`src/rtl/popcount21_ternary_seq_if.sv`:
```
// popcount21_ternary_seq_if: config, chunk, shared-popcount and result signals of the ternary neuron
interface popcount21_ternary_seq_if #(parameter int ACC_W = 9);
   logic                    cfg_we;
   logic signed [ACC_W-1:0] cfg_thr_hi;
   logic signed [ACC_W-1:0] cfg_thr_lo;
   logic                    in_valid;
   logic                    in_ready;
   logic [20:0]             in_pos;
   logic [20:0]             in_neg;
   logic                    in_last;
   logic [20:0]             pc_operand;
   logic [4:0]              pc_result;
   logic                    out_valid;
   logic                    out_ready;
   logic signed [ACC_W-1:0] out_sum;
   logic [1:0]              out_act;
   logic                    out_ovf;
   modport master (
      output cfg_we, cfg_thr_hi, cfg_thr_lo, in_valid, in_pos, in_neg, in_last, pc_result, out_ready,
      input  in_ready, pc_operand, out_valid, out_sum, out_act, out_ovf
   );
   modport slave (
      input  cfg_we, cfg_thr_hi, cfg_thr_lo, in_valid, in_pos, in_neg, in_last, pc_result, out_ready,
      output in_ready, pc_operand, out_valid, out_sum, out_act, out_ovf
   );
endinterface

```
`src/rtl/popcount21_ternary_seq.sv`:
```
// popcount21_ternary_seq: ternary-weight neuron, one shared popcount21 time-multiplexed over pos/neg words
module popcount21_ternary_seq #(
   parameter int MAX_CHUNKS = 8,
   parameter int ACC_W      = 9
) (
   input logic                         clk,
   input logic                         rst_n,
   popcount21_ternary_seq_if.slave     bus
);
   localparam int CW = $clog2(MAX_CHUNKS + 1);
   typedef enum logic [1:0] {IDLE, POS, NEG, OUT} state_t;
   state_t                  r_state;
   logic signed [ACC_W-1:0] r_acc, r_thr_hi, r_thr_lo;
   logic [CW-1:0]           r_cnt;
   logic                    r_ovf, r_last;
   logic [20:0]             r_pos, r_neg;
   logic signed [ACC_W-1:0] w_pc;
   logic                    w_done;
   assign w_pc   = $signed({{(ACC_W-5){1'b0}}, bus.pc_result});
   assign w_done = r_last || (r_cnt == CW'(MAX_CHUNKS));
   assign bus.in_ready   = (r_state == IDLE);
   assign bus.out_valid  = (r_state == OUT);
   assign bus.out_sum    = r_acc;
   assign bus.out_ovf    = r_ovf;
   assign bus.out_act    = (r_acc >= r_thr_hi) ? 2'b01 : (r_acc <= r_thr_lo) ? 2'b11 : 2'b00;
   assign bus.pc_operand = (r_state == POS) ? r_pos : (r_state == NEG) ? r_neg : 21'd0;
   always_ff @(posedge clk) begin
      if (!rst_n) begin
         r_state  <= IDLE;
         r_acc    <= '0;
         r_cnt    <= '0;
         r_ovf    <= 1'b0;
         r_last   <= 1'b0;
         r_thr_hi <= ACC_W'(1);
         r_thr_lo <= -ACC_W'(1);
         r_pos    <= '0;
         r_neg    <= '0;
      end else begin
         case (r_state)
            IDLE: begin
               // thresholds only change between neurons, never mid-evaluation
               if (bus.cfg_we && r_cnt == '0) begin
                  r_thr_hi <= bus.cfg_thr_hi;
                  r_thr_lo <= bus.cfg_thr_lo;
               end
               if (bus.in_valid) begin
                  r_pos   <= bus.in_pos;
                  r_neg   <= bus.in_neg;
                  r_last  <= bus.in_last;
                  r_cnt   <= r_cnt + 1'b1;
                  r_state <= POS;
               end
            end
            POS: begin
               r_acc   <= r_acc + w_pc;
               r_state <= NEG;
            end
            NEG: begin
               r_acc   <= r_acc - w_pc;
               r_ovf   <= w_done && !r_last;
               r_state <= w_done ? OUT : IDLE;
            end
            OUT: begin
               if (bus.out_ready) begin
                  r_acc   <= '0;
                  r_cnt   <= '0;
                  r_ovf   <= 1'b0;
                  r_state <= IDLE;
               end
            end
            default: r_state <= IDLE;
         endcase
      end
   end
endmodule

```
`src/flat_wrapper.sv`:
```
// flat-port wrapper written by rule: the top's interface ports become plain ports
module popcount21_ternary_seq_flat 
#(
   parameter int MAX_CHUNKS = 8,
   parameter int ACC_W      = 9
)
  (clk, rst_n, bus_cfg_we, bus_cfg_thr_hi, bus_cfg_thr_lo, bus_in_valid, bus_in_pos, bus_in_neg, bus_in_last, bus_pc_result, bus_out_ready, bus_in_ready, bus_pc_operand, bus_out_valid, bus_out_sum, bus_out_act, bus_out_ovf);
  popcount21_ternary_seq_if #(.ACC_W(ACC_W)) bus_i ();
  input logic clk;
  input logic rst_n;
  input wire logic [$bits(bus_i.cfg_we)-1:0] bus_cfg_we;
  input wire logic [$bits(bus_i.cfg_thr_hi)-1:0] bus_cfg_thr_hi;
  input wire logic [$bits(bus_i.cfg_thr_lo)-1:0] bus_cfg_thr_lo;
  input wire logic [$bits(bus_i.in_valid)-1:0] bus_in_valid;
  input wire logic [$bits(bus_i.in_pos)-1:0] bus_in_pos;
  input wire logic [$bits(bus_i.in_neg)-1:0] bus_in_neg;
  input wire logic [$bits(bus_i.in_last)-1:0] bus_in_last;
  input wire logic [$bits(bus_i.pc_result)-1:0] bus_pc_result;
  input wire logic [$bits(bus_i.out_ready)-1:0] bus_out_ready;
  output wire logic [$bits(bus_i.in_ready)-1:0] bus_in_ready;
  output wire logic [$bits(bus_i.pc_operand)-1:0] bus_pc_operand;
  output wire logic [$bits(bus_i.out_valid)-1:0] bus_out_valid;
  output wire logic [$bits(bus_i.out_sum)-1:0] bus_out_sum;
  output wire logic [$bits(bus_i.out_act)-1:0] bus_out_act;
  output wire logic [$bits(bus_i.out_ovf)-1:0] bus_out_ovf;
  assign bus_i.cfg_we = bus_cfg_we;
  assign bus_i.cfg_thr_hi = bus_cfg_thr_hi;
  assign bus_i.cfg_thr_lo = bus_cfg_thr_lo;
  assign bus_i.in_valid = bus_in_valid;
  assign bus_i.in_pos = bus_in_pos;
  assign bus_i.in_neg = bus_in_neg;
  assign bus_i.in_last = bus_in_last;
  assign bus_i.pc_result = bus_pc_result;
  assign bus_i.out_ready = bus_out_ready;
  assign bus_in_ready = bus_i.in_ready;
  assign bus_pc_operand = bus_i.pc_operand;
  assign bus_out_valid = bus_i.out_valid;
  assign bus_out_sum = bus_i.out_sum;
  assign bus_out_act = bus_i.out_act;
  assign bus_out_ovf = bus_i.out_ovf;
  popcount21_ternary_seq #(.MAX_CHUNKS(MAX_CHUNKS), .ACC_W(ACC_W)) u_core (.clk(clk), .rst_n(rst_n), .bus(bus_i));
endmodule
```
`config.mk`:
```
export PLATFORM = sky130hd
export DESIGN_NAME = popcount21_ternary_seq_flat
export DESIGN_NICKNAME = d
export VERILOG_FILES = /design/src/rtl/popcount21_ternary_seq_if.sv /design/src/rtl/popcount21_ternary_seq.sv /design/src/flat_wrapper.sv
export SDC_FILE = /design/constraint.sdc
export NUM_CORES = 1
export LEC_CHECK = 0
export CAP_MARGIN = 15
export CORE_MARGIN = 1.5
export CORE_UTILIZATION = 44
export DETAILED_ROUTE_END_ITERATION = 7
export PLACE_DENSITY = 0.89
export SYNTH_ARGS = -nofsm -noshare
export SYNTH_HDL_FRONTEND = slang
export SYNTH_SLANG_ARGS = --single-unit
```
`constraint.sdc`:
```
create_clock -name clk -period 2.31 [get_ports clk]
set_input_delay 0.462 -clock clk [delete_from_list [all_inputs] [get_ports clk]]
set_output_delay 0.462 -clock clk [all_outputs]
set_load 0.01 [all_outputs]
```
# Yosys cells after proc, flatten, opt, wreduce, memory -nomap -nowiden
# Cells that the tools add are included.
dict set report totals {
  register_bits 77
  input_bits 71
  out_inout_bits 35
  wordCells 50
}
dict set report op_classes {
  n_addsub 3
  magnitude_cmp 2
  n_eq_ne 6
  mux 15
  n_reduce_logical 15
}
# cell count
set op_table {}
lappend op_table {{21-bit two-way mux} 2}
lappend op_table {{9-bit one-hot mux with 3 select lines} 1}
lappend op_table {{2-bit two-way mux} 5}
lappend op_table {{2-bit AND reduction} 5}
lappend op_table {{9-bit by 6-bit adder with 9-bit output} 1}
lappend op_table {{9-bit >= comparator} 1}
lappend op_table {{9-bit less-or-equal comparator} 1}
lappend op_table {{9-bit two-way mux} 1}
lappend op_table {{9-bit by 6-bit subtractor with 9-bit output} 1}
lappend op_table {{4-bit two-way mux} 2}
lappend op_table {{2-bit one-hot mux with 4 select lines} 1}
lappend op_table {{4-bit one-hot mux with 2 select lines} 1}
lappend op_table {{4-bit by 1-bit adder with 4-bit output (second input constant)} 1}
lappend op_table {{2-bit equality test (second input constant)} 2}
lappend op_table {{4-bit equality test (second input constant)} 1}
lappend op_table {{4-bit zero test} 1}
lappend op_table {{2-bit != test (second input constant)} 2}
lappend op_table {{2-bit nonzero test} 2}
lappend op_table {{3-bit AND reduction} 1}
lappend op_table {{3-bit nonzero test} 1}
lappend op_table {{2-bit by 1-bit equality test with 1-bit output (second input constant)} 1}
lappend op_table {{1-bit logical AND} 2}
lappend op_table {{2-bit zero test} 1}
lappend op_table {{1-bit one-hot mux with 2 select lines} 1}
lappend op_table {{other kinds (3)} 3}

# Logic depth before layout (Yosys ltp)
dict set report depth {
  ltp_word 4
  mapped_depth 11
  ltp_nobuf 11
}

# Worst setup path after synthesis
# OpenSTA, ideal clock, no wires.
dict set report synth_timing {
  path_type {register to register}
  from {register u_core.r_state[1]}
  to {register u_core.r_acc[8], in the netlist u_core.bus.out_sum[8]}
  setup_ps 74
  arrival_time_ps 2438
  required_ps 2236
  setup_slack_ps -202
  path_stages_with_launch 11
  n_path_buf 2
  synth_period_minus_slack_ps 2512
  cell_sequence {dfxtp_1 > nor2b_1 > buf_2 > buf_1 > a31o_2 > ha_1 > a21o_1 > a31o_1 > o21a_1 > or3_1 > a31oi_1}
}
dict set report synth_via {
  elab_chain_len 3
}
# element line
set synth_rtl {}
lappend synth_rtl {{start: declaration} popcount21_ternary_seq.sv:12} ;# state_t r_state;
lappend synth_rtl {{start signal: assignment} popcount21_ternary_seq.sv:61} ;# r_state <= w_done ? OUT : IDLE;
lappend synth_rtl {{2-bit equality test / 2-bit by 1-bit equality test with 1-bit output (equally long branches)} popcount21_ternary_seq.sv:39} ;# case (r_state)
lappend synth_rtl {{2-bit != test (no line) / 3-bit nonzero test (equally long branches)} n/a}
lappend synth_rtl {{2-bit AND reduction (no line)} n/a}
lappend synth_rtl {{end signal: assignment} popcount21_ternary_seq.sv:55} ;# r_acc <= r_acc + w_pc;
lappend synth_rtl {{end signal: assignment} popcount21_ternary_seq.sv:59} ;# r_acc <= r_acc - w_pc;
lappend synth_rtl {{end: declaration} popcount21_ternary_seq.sv:13} ;# logic signed [ACC_W-1:0] r_acc, r_thr_hi, r_thr_lo;
# Parallel ways exist; a longest one is shown, timed or not.
# A chain may end at the register's enable or synchronous reset.

# Final worst setup path
dict set report layout_timing {
  from {register u_core.r_acc[2], in the netlist u_core.bus.out_sum[2]}
  to {output bus_out_act[1]}
}
dict set report layout_via {
  elab_chain_len 3
}
# element line
set layout_rtl {}
lappend layout_rtl {{9-bit less-or-equal comparator} popcount21_ternary_seq.sv:25} ;# assign bus.out_act = (r_acc >= r_thr_hi) ? 2'b01 : (r_acc <= r_thr_lo) ? 2'b11 : 2'b00;
lappend layout_rtl {{2-bit two-way mux} popcount21_ternary_seq.sv:25}
lappend layout_rtl {{2-bit two-way mux (*)} popcount21_ternary_seq.sv:25}
lappend layout_rtl {{end: declaration} flat_wrapper.sv:24} ;# output wire logic [$bits(bus_i.out_act)-1:0] bus_out_act;
# Mark *: on every way between the ends. The rest lies on a longest branch, timed or not.

==> qor.csv <==
stage;metric;value;unit
pwr;Power Dens Cells;671;nW/um^2
sta;RSZ-0062 raised after global routing;true;
cells_and_area;fraction of layout cells with a size suffix above 1;18.6;%
setup_path;cell repeated most along the worst path;buf_6;
sta;fin crit period;2.60;ns
sta;FMAX;384;MHz
job;MaxCap Viol Count;0;
routing;drt total wl;12.2;mm
synth;Synth Area per Inst;7.94;um^2
floorplanning;core area;8680;um^2
sta;Slew Limit Fails;0;
cells_and_area;register area;1550;um^2
floorplanning;Die W;97.2;um
floorplanning;Die ar.;9450;um^2
setup_path;Critical Path RT;1.85;ns
sta;setup_tns;-0.574;ns
cells_and_area;multi-input logic area;2360;um^2
clock_network;clk slew on worst S/H paths;0.08;ns
cells_and_area;fillcell total;646;
sta;period utilization;113;%
global_routing;pin count of the biggest net entering global routing;55;
pwr;Peak VDD IR;0.458;mV
setup_path;crit end category;output pin;
min_path;worst hold path class;flip-flop to flip-flop;
routing;routed via count;4137;
clock_network;clk_lat worst skew;0.36;ns
sta;worst-margin pin slew;0.567;ns
sta;Max-slew headroom;62.2;%
setup_path;Critical Path Source Type;flip-flop;
status;failing checks;negative setup slack;
synth;most common cell in the synthesized netlist;nand2_1;
cells_and_area;final std cells w/o fill;743;
setup_path;crit-path cells;buf_6 > ha_4 > nand4_1 > or3_1 > o211ai_1 > a31o_2 > o21ba_4 > buf_6;
synth;Ys Warns;0;
sta;Clock Skews;0.0133;ns
pwr;internal power;2.63;mW
sta;Setup Viol. Count Final;3;
synth;cell taking the most area after synthesis;dfxtp_1;
pwr;Sw Share;33.0;%
pwr;sequential share of power;39.1;%
sta;final worst slack;-0.291;ns
routing;DRC errors left;0;
sta;Hold Fails Final Rpt;0;
clock_network;clock buffer depth;2;
pwr;combinational power share;37.0;%
global_routing;global-route wire length before repair;19.3;mm
routing;ANT nets after route;0;
clock_network;Clock Sinks;77;
synth;syn nets;594;
cells_and_area;area grow syn2layout;49.8;%
synth;post-synthesis sequential area ratio;39.5;%
cells_and_area;diode count;0;
synth;Post-synth EDFFs;0;
synth;cell area after synthesis;3900;um^2
clock_network;clk root buf;clkbuf_8;
routing;Initial DRT Pass Iterations;5;
status;run status;finished, violations left;
floorplanning;initial cell density of the core;45.0;%
synth;top cells by area, synth;dfxtp_1, nand2_1, ha_1;
setup_path;crit path DAT;2.14;ns
placed_design;Cells after DPL;720;
setup_path;slowest cell on the critical path;dfxtp_2;
placed_design;DP Worst Slack;-0.837;ns
setup_path;WS Path Type;flip-flop to output pin;
clock_network;hold buffers post-CTS;0;
routing;routed length per instance;16.4;um
pwr;switching pwr;1.30;mW
routing;DR iter-0 viols;135;
placed_design;I/O Buffers;105;
setup_path;CP peak stage delay;0.35;ns
global_routing;antenna violations before repair;0;
pwr;power share of the clock group;23.9;%
synth;library cells used by synthesis;49;
synth;ys flop type;dfxtp_1;
synth;asr flop ratio synth;0;%
floorplanning;die height;97.2;um
cells_and_area;fin nets;734;
global_routing;vias in the first global route;4262;
floorplanning;num ports;106;
setup_path;CP max FO;2;
placed_design;GPL Wtd Cong;0.913;
synth;Syn Inst Count;492;
clock_network;total CTS buffers;9;
routing;vias per std cell;5.57;
pwr;Overall Power;3.93;mW
global_routing;total grt overflow;0;
setup_path;r2r setup slk;-0.03;ns
synth;#FFs+latches synth;77;
clock_network;H-tree Lvls;3;
placed_design;Final HPWL DP;7.87;mm
pwr;Leakage;2.57;nW
synth;commonest cells in the netlist;nand2_1, dfxtp_1, a21oi_1;
floorplanning;Std-Cell Rows;34;
synth;Yosys top cell area share;39.5;%
clock_network;CTS tree;built;
global_routing;Total GRT Usage;25.3;%
-- layout make-up --
type / count / share of cell area, %
tap: 108 / 2.31
clock inverter: 3 / 0.364
multi-input combinational: 359 / 40.3
timing repair buffer: 156 / 25.7
sequential: 77 / 26.5
inverter: 29 / 2.20
clock buffer: 11 / 2.59
-- repair_timing --
action,CTS,global route
setup buffers,4,3
gates cloned,2,0
setup endpoints to repair,29,13
pin swaps,11,13
resized for setup,62,34
-- sequential cells by signal (all words and copies together), names as in the netlist --
| name | cells |
|---|---|
| u_core.r_neg | 21 |
| u_core.r_pos | 21 |
| u_core.bus.out_sum | 9 |
| u_core.r_thr_hi | 9 |
| u_core.r_thr_lo | 9 |
| u_core.r_cnt | 4 |
| u_core.r_state | 2 |
| u_core.bus.out_ovf | 1 |
| u_core.r_last | 1 |
-- cell families (layout without fill, tap and decap cells) --
family | after synthesis | count (layout) | share of synthesized area (%)
AO/OA/AOI/OAI | 134 | 134 | 22.6
multiplexers | 2 | 2 | 0.513
adder cells (fa/ha/maj) | 31 | 31 | 10.1
buffers and inverters | 56 | 199 | 5.90
flip-flops | 77 | 77 | 39.5
AND/OR/NAND/NOR | 185 | 185 | 19.8
XOR/XNOR | 7 | 7 | 1.57
-- critical path: cells and delay by family (launching register included) --
family          cells  cell delay (ns)
simple gates        2             0.45
flops               1             0.35
fa+ha+maj           1             0.26
compound gates      3             0.49
buf+inv             2             0.24
-- per-layer routing --
metal	GRT usage [%]	vias to the layer above	share of wire (%)
met3	6.19	42	7.0
met5	0	-	0
met1	28.0	1939	38
met2	45.8	183	52
li1	-	1973	-
met4	10.9	0	3.2
-- layout by cell type (no fill, tap or decap), types with 11 or more instances in the layout --
cell type and instances:
dlygate4sd2_1 19, ha_1 20, inv_1 23, dfxtp_1 69
nor2_1 13, clkbuf_8 11, a21oi_1 61, nand2_1 129
a22o_1 21, clkdlybuf4s50_1 76, buf_4 42
-- stage by stage --
step | utilization (%) | hold WS (ns) | area [um^2]
2_1_floorplan | - | 0.436 | 3970
3_3_place_gp | 61.8 | 0.441 | 5360
3_5_place_dp | 61.8 | 0.449 | 5360
5_1_grt | 67.4 | 0.473 | 5850
4_1_cts | 65.7 | 0.460 | 5700
6_report | 67.4 | 0.456 | 5850
-- power by group through the flow --
stage / Sequential [mW] / Clock [mW] / Combinational, mW
3_5_place_dp: 1.55 / 0 / 1.23
3_3_place_gp: 1.54 / 0 / 1.17
5_1_grt: 1.55 / 1.00 / 1.57
6_report: 1.54 / 0.937 / 1.45
4_1_cts: 1.53 / 0.944 / 1.33
2_1_floorplan: 1.56 / 0 / 0.661
-- path summary, 6_finish.rpt --
path | from | endpoint | depth (start not counted)
worst min-delay path | u_core.r_thr_hi[6] | u_core.r_thr_hi[6] | 2
worst max-delay path | u_core.bus.out_sum[2] | bus_out_act[1] | 8
worst max register to register | u_core.r_state[0] | u_core.bus.out_sum[8] | 11
worst min register to register | u_core.r_thr_hi[6] | u_core.r_thr_hi[6] | 2
(Power assumes the default switching activity.)
